**config.mk**
```make
export PLATFORM = sky130hd
export DESIGN_NAME = scan_doubler_flat
export DESIGN_NICKNAME = d
export VERILOG_FILES = /design/src/rtl/scan_doubler_pkg.sv /design/src/rtl/scan_doubler_if.sv /design/src/rtl/scan_doubler_line_buffer.sv /design/src/rtl/scan_doubler.sv /design/src/flat_wrapper.sv
export SDC_FILE = /design/constraint.sdc
export NUM_CORES = 2
export LEC_CHECK = 0
export ABC_AREA = 1
export BUFFER_PORTS_ARGS = -buffer_cell sky130_fd_sc_hd__clkbuf_2
export CAP_MARGIN = 25
export CORE_MARGIN = 1
export CORE_UTILIZATION = 50
export CTS_CLUSTER_DIAMETER = 150
export DETAILED_ROUTE_END_ITERATION = 10
export HOLD_SLACK_MARGIN = 0.15
export PLACE_DENSITY = 0.69
export SETUP_SLACK_MARGIN = 0.3
export SYNTH_ARGS = -nofsm -noshare
export SYNTH_HDL_FRONTEND = slang
export SYNTH_SLANG_ARGS = --single-unit
```
**constraint.sdc**
```tcl
create_clock -name clk -period 3.2 [get_ports clk]
set_input_delay 0.48 -clock clk [delete_from_list [all_inputs] [get_ports clk]]
set_output_delay 0.48 -clock clk [all_outputs]
set_load 0.03 [all_outputs]
```
**src/rtl/scan_doubler_pkg.sv**
```systemverilog
`default_nettype none
// ==================================================================
// scan_doubler_pkg - shared types and default sizes for the doubler
// Revision: 1.0
// ==================================================================
package scan_doubler_pkg;

  typedef enum logic [1:0] {
    IDLE  = 2'd0,
    PASS0 = 2'd1,
    PASS1 = 2'd2
  } state_e;

  localparam int DEF_BUF_DEPTH = 512;
  localparam int DEF_ADDR_W    = 9;

endpackage
`default_nettype wire

```
**src/rtl/scan_doubler_if.sv**
```systemverilog
`default_nettype none
// ==================================================================
// scan_doubler_if - pixel stream in, doubled video stream out
// Revision: 1.0
// ==================================================================
interface scan_doubler_if;

  logic pixel_ce;
  logic video_in;
  logic h_sync_in;
  logic v_sync_in;
  logic video_out;
  logic h_sync_out;
  logic v_sync_out;
  logic overflow;

  modport master (
    output pixel_ce, video_in, h_sync_in, v_sync_in,
    input  video_out, h_sync_out, v_sync_out, overflow
  );

  modport slave (
    input  pixel_ce, video_in, h_sync_in, v_sync_in,
    output video_out, h_sync_out, v_sync_out, overflow
  );

endinterface
`default_nettype wire

```
**src/rtl/scan_doubler_line_buffer.sv**
```systemverilog
`default_nettype none
// ==================================================================
// scan_doubler_line_buffer - 2-bank x BUF_DEPTH x 1 simple dual-port RAM
// Revision: 1.0
// ==================================================================
module scan_doubler_line_buffer
  import scan_doubler_pkg::*;
#(
  parameter int BUF_DEPTH = DEF_BUF_DEPTH,
  parameter int ADDR_W    = DEF_ADDR_W
) (
  input  logic              clk,
  input  logic              we_i,
  input  logic              wr_bank_i,
  input  logic [ADDR_W-1:0] wr_addr_i,
  input  logic              wr_data_i,
  input  logic              rd_bank_i,
  input  logic [ADDR_W-1:0] rd_addr_i,
  output logic              rd_data_o
);

  // No reset on the array or read register so the tools map it to block RAM.
  logic mem_q [2*BUF_DEPTH];
  logic rd_q;

  always_ff @(posedge clk) begin
    if (we_i) begin
      mem_q[{wr_bank_i, wr_addr_i}] <= wr_data_i;
    end
    rd_q <= mem_q[{rd_bank_i, rd_addr_i}];
  end

  assign rd_data_o = rd_q;

endmodule
`default_nettype wire

```
**src/rtl/scan_doubler.sv**
```systemverilog
`default_nettype none
// ==================================================================
// scan_doubler - replays each input scanline twice at the doubled clock rate
// Revision: 1.0
// ==================================================================
module scan_doubler
  import scan_doubler_pkg::*;
#(
  parameter int BUF_DEPTH = DEF_BUF_DEPTH,
  parameter int ADDR_W    = DEF_ADDR_W,
  parameter int HS_START  = 400,
  parameter int HS_WIDTH  = 48
) (
  input  logic         clk,
  input  logic         reset,
  scan_doubler_if.slave vid
);

  localparam logic [ADDR_W:0] c_depth = (ADDR_W+1)'(BUF_DEPTH);
  localparam logic [ADDR_W:0] c_one   = (ADDR_W+1)'(1);
  localparam logic [ADDR_W:0] c_hs_lo = (ADDR_W+1)'(HS_START);
  localparam logic [ADDR_W:0] c_hs_hi = (ADDR_W+1)'(HS_START + HS_WIDTH);

  logic              hs_prev_q, edge_q, hs_rise;
  logic              bank_q, bank_d;
  logic [ADDR_W:0]   wr_ptr_q, wr_ptr_d;
  logic [ADDR_W:0]   in_len_q, in_len_d;
  logic              line_valid_q, line_valid_d;
  logic              overflow_q, overflow_d;
  logic              v_sync_q, v_sync_d;
  logic              we, wr_bank;
  logic [ADDR_W-1:0] wr_addr;

  state_e            state_q;
  logic [ADDR_W-1:0] rd_ptr_q;
  logic              rd_bank_q;
  logic              last_px, hs_win, ram_q;
  logic              active_q, hs_win_q, video_q, h_sync_q;

  assign hs_rise = vid.pixel_ce & vid.h_sync_in & ~hs_prev_q;

  always_comb begin
    bank_d       = bank_q;
    wr_ptr_d     = wr_ptr_q;
    in_len_d     = in_len_q;
    line_valid_d = line_valid_q;
    overflow_d   = overflow_q;
    v_sync_d     = v_sync_q;
    we           = 1'b0;
    wr_bank      = bank_q;
    wr_addr      = wr_ptr_q[ADDR_W-1:0];
    if (vid.pixel_ce) begin
      if (hs_rise) begin
        // New line: its first pixel lands at address 0 of the freshly selected bank.
        bank_d   = ~bank_q;
        in_len_d = wr_ptr_q;
        wr_ptr_d = c_one;
        we       = 1'b1;
        wr_bank  = ~bank_q;
        wr_addr  = '0;
        v_sync_d = vid.v_sync_in;
        if (wr_ptr_q != '0) begin
          line_valid_d = 1'b1;
        end
      end else if (wr_ptr_q < c_depth) begin
        we       = 1'b1;
        wr_ptr_d = wr_ptr_q + c_one;
      end else begin
        overflow_d = 1'b1;
      end
    end
  end

  always_ff @(posedge clk or posedge reset) begin
    if (reset) begin
      hs_prev_q    <= 1'b0;
      edge_q       <= 1'b0;
      bank_q       <= 1'b0;
      wr_ptr_q     <= '0;
      in_len_q     <= '0;
      line_valid_q <= 1'b0;
      overflow_q   <= 1'b0;
      v_sync_q     <= 1'b0;
    end else begin
      if (vid.pixel_ce) begin
        hs_prev_q <= vid.h_sync_in;
      end
      edge_q       <= hs_rise;
      bank_q       <= bank_d;
      wr_ptr_q     <= wr_ptr_d;
      in_len_q     <= in_len_d;
      line_valid_q <= line_valid_d;
      overflow_q   <= overflow_d;
      v_sync_q     <= v_sync_d;
    end
  end

  assign last_px = ({1'b0, rd_ptr_q} == (in_len_q - c_one));

  // The read bank is latched at pass start so the final pixel of a pass,
  // presented in the same cycle the bank flips, still reads the old line.
  always_ff @(posedge clk or posedge reset) begin
    if (reset) begin
      state_q   <= IDLE;
      rd_ptr_q  <= '0;
      rd_bank_q <= 1'b0;
    end else if (edge_q) begin
      rd_ptr_q  <= '0;
      rd_bank_q <= ~bank_q;
      state_q   <= (line_valid_q && (in_len_q != '0)) ? PASS0 : IDLE;
    end else begin
      case (state_q)
        PASS0: begin
          if (last_px) begin
            state_q  <= PASS1;
            rd_ptr_q <= '0;
          end else begin
            rd_ptr_q <= rd_ptr_q + 1'b1;
          end
        end
        PASS1: begin
          if (last_px) begin
            state_q  <= IDLE;
            rd_ptr_q <= '0;
          end else begin
            rd_ptr_q <= rd_ptr_q + 1'b1;
          end
        end
        default: begin
          state_q  <= IDLE;
          rd_ptr_q <= '0;
        end
      endcase
    end
  end

  scan_doubler_line_buffer #(
    .BUF_DEPTH (BUF_DEPTH),
    .ADDR_W    (ADDR_W)
  ) u_line_buffer (
    .clk       (clk),
    .we_i      (we),
    .wr_bank_i (wr_bank),
    .wr_addr_i (wr_addr),
    .wr_data_i (vid.video_in),
    .rd_bank_i (rd_bank_q),
    .rd_addr_i (rd_ptr_q),
    .rd_data_o (ram_q)
  );

  assign hs_win = (state_q != IDLE) &&
                  ({1'b0, rd_ptr_q} >= c_hs_lo) &&
                  ({1'b0, rd_ptr_q} <  c_hs_hi);

  // Two stages (RAM read, output register) keep sync aligned with pixel data.
  always_ff @(posedge clk or posedge reset) begin
    if (reset) begin
      active_q <= 1'b0;
      hs_win_q <= 1'b0;
      video_q  <= 1'b0;
      h_sync_q <= 1'b0;
    end else begin
      active_q <= (state_q != IDLE);
      hs_win_q <= hs_win;
      video_q  <= active_q & ram_q;
      h_sync_q <= hs_win_q;
    end
  end

  assign vid.video_out  = video_q;
  assign vid.h_sync_out = h_sync_q;
  assign vid.v_sync_out = v_sync_q;
  assign vid.overflow   = overflow_q;

endmodule
`default_nettype wire

```
**src/flat_wrapper.sv**
```systemverilog
// flat-port wrapper written by rule: the top's interface ports become plain ports
module scan_doubler_flat import scan_doubler_pkg::*;
#(
  parameter int BUF_DEPTH = DEF_BUF_DEPTH,
  parameter int ADDR_W    = DEF_ADDR_W,
  parameter int HS_START  = 400,
  parameter int HS_WIDTH  = 48
)
  (clk, reset, vid_pixel_ce, vid_video_in, vid_h_sync_in, vid_v_sync_in, vid_video_out, vid_h_sync_out, vid_v_sync_out, vid_overflow);
  scan_doubler_if vid_i ();
  input  logic clk;
  input  logic reset;
  input wire logic [$bits(vid_i.pixel_ce)-1:0] vid_pixel_ce;
  input wire logic [$bits(vid_i.video_in)-1:0] vid_video_in;
  input wire logic [$bits(vid_i.h_sync_in)-1:0] vid_h_sync_in;
  input wire logic [$bits(vid_i.v_sync_in)-1:0] vid_v_sync_in;
  output wire logic [$bits(vid_i.video_out)-1:0] vid_video_out;
  output wire logic [$bits(vid_i.h_sync_out)-1:0] vid_h_sync_out;
  output wire logic [$bits(vid_i.v_sync_out)-1:0] vid_v_sync_out;
  output wire logic [$bits(vid_i.overflow)-1:0] vid_overflow;
  assign vid_i.pixel_ce = vid_pixel_ce;
  assign vid_i.video_in = vid_video_in;
  assign vid_i.h_sync_in = vid_h_sync_in;
  assign vid_i.v_sync_in = vid_v_sync_in;
  assign vid_video_out = vid_i.video_out;
  assign vid_h_sync_out = vid_i.h_sync_out;
  assign vid_v_sync_out = vid_i.v_sync_out;
  assign vid_overflow = vid_i.overflow;
  scan_doubler #(.BUF_DEPTH(BUF_DEPTH), .ADDR_W(ADDR_W), .HS_START(HS_START), .HS_WIDTH(HS_WIDTH)) u_core (.clk(clk), .reset(reset), .vid(vid_i));
endmodule
```
* Yosys cells after proc, flatten, opt, wreduce, memory -nomap -nowiden
Memories as Yosys holds them, arrays and structs flattened. A register that Yosys moved wholly into a read port is not among the register bits. Index checks and enable logic that the tools add are counted.
Word-level totals: bits in writable memories 1024, memories 1, input port bits 6, register bits after elaboration 42
Operators by class: bitwise logic cells 7, magnitude comparators 3, reduce and logical (&&, ||, !) cells 13, muxes and demuxes 19, eq/ne operators 5, add/sub/neg operators 3
Memory list:
- u_core.u_line_buffer.mem_q | words 1024, bits a word 1, rd ports 1, clocked after memory_dff 1, wr ports 1, RTL line scan_doubler_line_buffer.sv:23 | logic mem_q [2*BUF_DEPTH];
Operators by type and width (count):
- $mux 9 | 5
- $mux 10 | 2
- $reduce_bool 10->1 | 2
- $add 10x1->10 const B | 1
- $eq 9x10->1 | 1
- $lt 10x10->1 const B | 1
- $sub 10x1->10 const B | 1
- $add 9x1->9 const B | 1
- $ge 9x9->1 const B | 1
- $lt 9x9->1 const B | 1
- $mux 1 | 8
- $mux 2 | 3
- $ne 3x1->1 const B | 2
- $reduce_and 2->1 | 3
- $reduce_and 3->1 | 2
- $not 1->1 | 4
- $pmux 2 s2 | 1
- $reduce_bool 2->1 | 2
- $and 1x1->1 | 3
- $logic_and 1x1->1 | 3
- $eq 2x1->1 const B | 1
- $eq 2x2->1 const B | 1
- $reduce_or 2->1 | 1

* Longest topological paths before layout
depth in word-level cells 6, depth in mapped cells 19, gate-level depth less buffers 15

* Modules after synthesis
Synthesis repeated with hierarchy kept, for this count alone.
Unflattened totals: cell total of the unflattened synthesis 4991, area total of the unflattened synthesis 48825.6 sq um
By module, submodules not included:
- scan_doubler_line_buffer | instances 1, area each 46392.0 sq um, cells each 4679
- scan_doubler | instances 1, area each 2433.6 sq um, cells each 312

* Worst setup path before layout
No wires, ideal clock.
kind input to register, start point in vid_pixel_ce, end point mem u_core.u_line_buffer.mem_q[547], enable pin, setup slack 1062 ps, arrival time 1839 ps, setup time 300 ps, stages on the path 8, cell sequence nand2_1 > nor2_4 > nor2_1 > nand2_1 > nor2_1 > nand2_1 > buf_2 > nor2_1
Between the ends: cells in the longest elaborated chain, start to end 6, elaborated cells on any way between the ends 10, classes of those cells 8 x mux; 2 x bitwise
Ends and longest elaborated chain:
- start: declaration | RTL line flat_wrapper.sv:13 | input wire logic [$bits(vid_i.pixel_ce)-1:0] vid_pixel_ce;
- $and 1x1->1 (2 in series) | RTL line scan_doubler.sv:40 | assign hs_rise = vid.pixel_ce & vid.h_sync_in & ~hs_prev_q;
- $mux 1 | RTL line scan_doubler.sv:53 | if (hs_rise) begin
- $mux 1 | RTL line scan_doubler.sv:52 | if (vid.pixel_ce) begin
- $mux 1 | RTL line scan_doubler_line_buffer.sv:27 | if (we_i) begin
- $mux 1 (implied by the code) | RTL line scan_doubler_line_buffer.sv:28 | mem_q[{wr_bank_i, wr_addr_i}] <= wr_data_i;
- end: declaration | RTL line scan_doubler_line_buffer.sv:23
Parallel ways exist; a longest one is shown, timed or not.

==> impl_metrics.ini <==
[power]
swShare = 0.262
p_seq_frac = 0.487
p_sw_mw = 8.34
powerDensity_nw_per_um2 = 586
clockPowerShare = 0.391
p_leak_nw = 18.7
power.internal_mw = 23.5
power_mw = 31.8
combPwrFrac = 0.122
peakVddDrop_v = 0.000487

[yosys]
synth.top_cell.area_share = 0.631
synth_common_cells = nor2_1, edfxtp_1, nand2_1, nand3_1, o21ai_0
synthArstFlopShare = 0.0394
yosys.cell_count.top_type = nor2_1
syn_nets = 5081
synth_edf_count = 1024
ys_warn_count = 0
synth_ff_type = edfxtp_1
synth.largest_area_cell = edfxtp_1
synth_area_leaders = edfxtp_1, nor2_1, nand2_1
syn_area_per_cell_sq_um = 9.61
postSynthCellCount = 5068
seq_area_frac_synth = 0.653
synth_seq_cells = 1067
netlist_area_sq_um = 48700
ys_types = 37

[global_route]
met3_usage = 0.0467
busiest_layer = met2
overflow = 0
use_met2 = 0.441
grt_antenna_before_repair = 1
grt_max_degree = 131
grt_first_pass_wirelength_microns = 207000
grtUsageMet1 = 0.381
grt_pass1_vias = 34400
track_usage = 0.276

[sta]
grt_setup_unrepaired = false
hold_ws_ns = 0.290
tightest_slew_ns = 0.910
setup-tns-final_ns = 0
hold_violations = 0
slew_headroom = 0.393
period_share = 0.861
setup_viol = 0
post-route-min-period_ns = 2.76
skew_ns = 0.0290
fmax_mhz = 363
slew_violations = 0

[setup_path]
crit_chain = buf_4 -> buf_12 -> nand2_1 -> nand3_1 -> nand3_1 -> nand3_1 -> nand2_1 -> nand2_1 -> nand2_1 -> nor2_1 -> nor2_1 -> nor2_1 -> nand3_1 -> nand3_1 -> nand2_1
crit_family = simple AND/OR/NAND/NOR gates
critical_path_arrival_ns = 3.33
critPathRequiredTime_ns = 3.77
endpoint_kind = flop
crit_fanout = 94
cpPeakStageDelay_ns = 0.57
cpMaxStageDelayCell = dfrtp_4
worst-path-buf-inv = 2
cp-start-kind = flop
critical_path_class = flop to flop

[final_layout]
antenna-diode-count = 0
nets = 4998
final_cell_count_no_fill = 6349
drive_gt1_frac = 0.0830
utilization = 0.562
syn_to_final_growth_pct = 11.5

[place]
port-buffer-count = 9
dp.cells = 6137
hpwlAfterDp_microns = 74300
place_congestion = 0.851

[die]
core_area_sq_um = 96600
die-area_sq_um = 98700
rows = 114
initial_core_util = 0.504
fp.dieH_microns = 314
io_pins = 10
die_w_microns = 314

[drt]
first_pass_iters = 6
drc = 0
drt-total-wl_microns = 137000
post_drt_wl_per_cell_microns = 21.6
drt_iter0_markers = 4848
via_per_inst = 5.80
final_antenna_net_count = 0
vias = 36800

[clocking]
cts_tree = yes
clock-root-buffer = clkbuf_16
cts-buffers-inserted = 108
htree_levels = 3
clkSinkCount = 1067
clk_pin_slew_ns = 0.06
clock_latency_ns = 0.70
cts_buffer_depth = 3

[run]
max-cap-violations = 0

[run_status]
status = completed

[worst_hold_path]
hold_path_class = input pin to flop
[flip-flops by register name, indices dropped and copies added, names as in the netlist, 2 cells and up]
name,count
u_core.in_len_q,10
u_core.wr_ptr_q,10
u_core.rd_ptr_q,9
u_core.u_line_buffer.mem_q,1024
u_core.state_q,2
[layout by cell type (no fill, tap or decap), types with 2 or more instances in the layout]
cell | Yosys | final
inv_1 | 148 | 146
dlygate4sd3_1 | 0 | 6
nor2_2 | 0 | 4
nand4_1 | 7 | 7
o21bai_1 | 2 | 2
clkbuf_2 | 0 | 8
o21a_1 | 2 | 2
dfrtp_4 | 0 | 4
inv_2 | 5 | 3
nand2_2 | 0 | 31
buf_4 | 8 | 160
nand2_1 | 849 | 818
buf_12 | 0 | 46
inv_6 | 0 | 2
xor2_1 | 18 | 18
o211ai_1 | 83 | 83
clkbuf_16 | 0 | 112
nor2_1 | 1687 | 1684
dfrtp_1 | 42 | 38
o21ai_0 | 351 | 351
nand3_1 | 359 | 359
o21ai_1 | 16 | 15
clkinv_16 | 0 | 3
a21oi_1 | 23 | 23
clkbuf_1 | 162 | 21
clkinv_1 | 0 | 27
nor3_2 | 2 | 2
clkbuf_8 | 0 | 3
nor2_4 | 2 | 2
edfxtp_1 | 1024 | 1024
nor3_1 | 11 | 11
nor4_1 | 2 | 2
ha_1 | 7 | 7
bufinv_16 | 0 | 7
clkinv_2 | 0 | 24
[metal layers]
layer | wire length (microns) | vias up
met5 | 27 | -
met4 | 5080 | 4
met3 | 14500 | 276
met2 | 63800 | 1948
met1 | 54000 | 18000
li1 | - | 16600
[layout make-up]
type	instances	area, sq um
multi-input combinational	3433	14500
inverter	153	602
clock inverter	62	541
fill	8208	42300
timing repair buffer	222	2260
sequential	1067	31800
clock buffer	136	2920
tap	1276	1600
[logic make-up after synthesis]
family	count (synthesis)	synth area share
AO/OA/AOI/OAI	482	0.0545
XOR/XNOR	19	0.00342
adder cells (fa/ha/maj)	7	0.00180
buffers and inverters	569	0.0503
flip-flops	1067	0.653
AND/OR/NAND/NOR	2924	0.237
[path summary, 6_finish.rpt]
kind / start / end / slack [ns] / depth (start not counted)
min in group asynchronous: reset / u_core.in_len_q[2]$_DFFE_PP0P_ / 0.54 / 3
min reg2reg: u_core.hs_win_q$_DFF_PP0_ / u_core.vid.h_sync_out$_DFF_PP0_ / 0.36 / 0
max reg2reg: u_core.rd_ptr_q[0]$_DFF_PP0_ / u_core.u_line_buffer.rd_data_o$_DFF_P_ / 0.44 / 15
max in group asynchronous: reset / u_core.rd_ptr_q[2]$_DFF_PP0_ / 1.98 / 3
min: vid_video_in / u_core.u_line_buffer.mem_q[246]$_DFFE_PP_ / 0.29 / 1
max: u_core.rd_ptr_q[0]$_DFF_PP0_ / u_core.u_line_buffer.rd_data_o$_DFF_P_ / 0.44 / 15
[power groups by stage]
stage / clock [mW] / sequential (mW) / combinational, mW
CTS: 12.5 / 15.5 / 3.81
global route: 13.1 / 15.5 / 4.22
finish: 12.4 / 15.5 / 3.89
detailed placement: 0 / 15.8 / 3.77
floorplan: 0 / 15.7 / 2.36
global placement: 0 / 15.8 / 3.73
[worst register-to-register path: stages, from the launching register on]
cell	delay [ns]
dfrtp_4	0.57
buf_4	0.18
buf_12	0.33
nand2_1	0.22
nand3_1	0.10
nand3_1	0.11
nand3_1	0.11
nand2_1	0.06
nand2_1	0.05
nand2_1	0.13
nor2_1	0.33
nor2_1	0.07
nor2_1	0.09
nand3_1	0.14
nand3_1	0.11
nand2_1	0.06
[metrics by stage]
stage | cell area [sq um] | worst slack [ns]
floorplan | 48700 | 1.06
global placement | 50700 | 0.258
detailed placement | 50700 | 0.220
CTS | 54200 | 0.397
global route | 54300 | 0.362
finish | 54300 | 0.444
[what timing repair did]
action	4_1_cts	5_1_grt
setup endpoints to repair	1	470
gates cloned	0	1
endpoints found under the hold margin	46	0
pin swaps	0	1
hold buffers	6	0
setup buffers	0	7
resized for setup	1	2
Note: power is estimated with default switching activity, not from simulation.
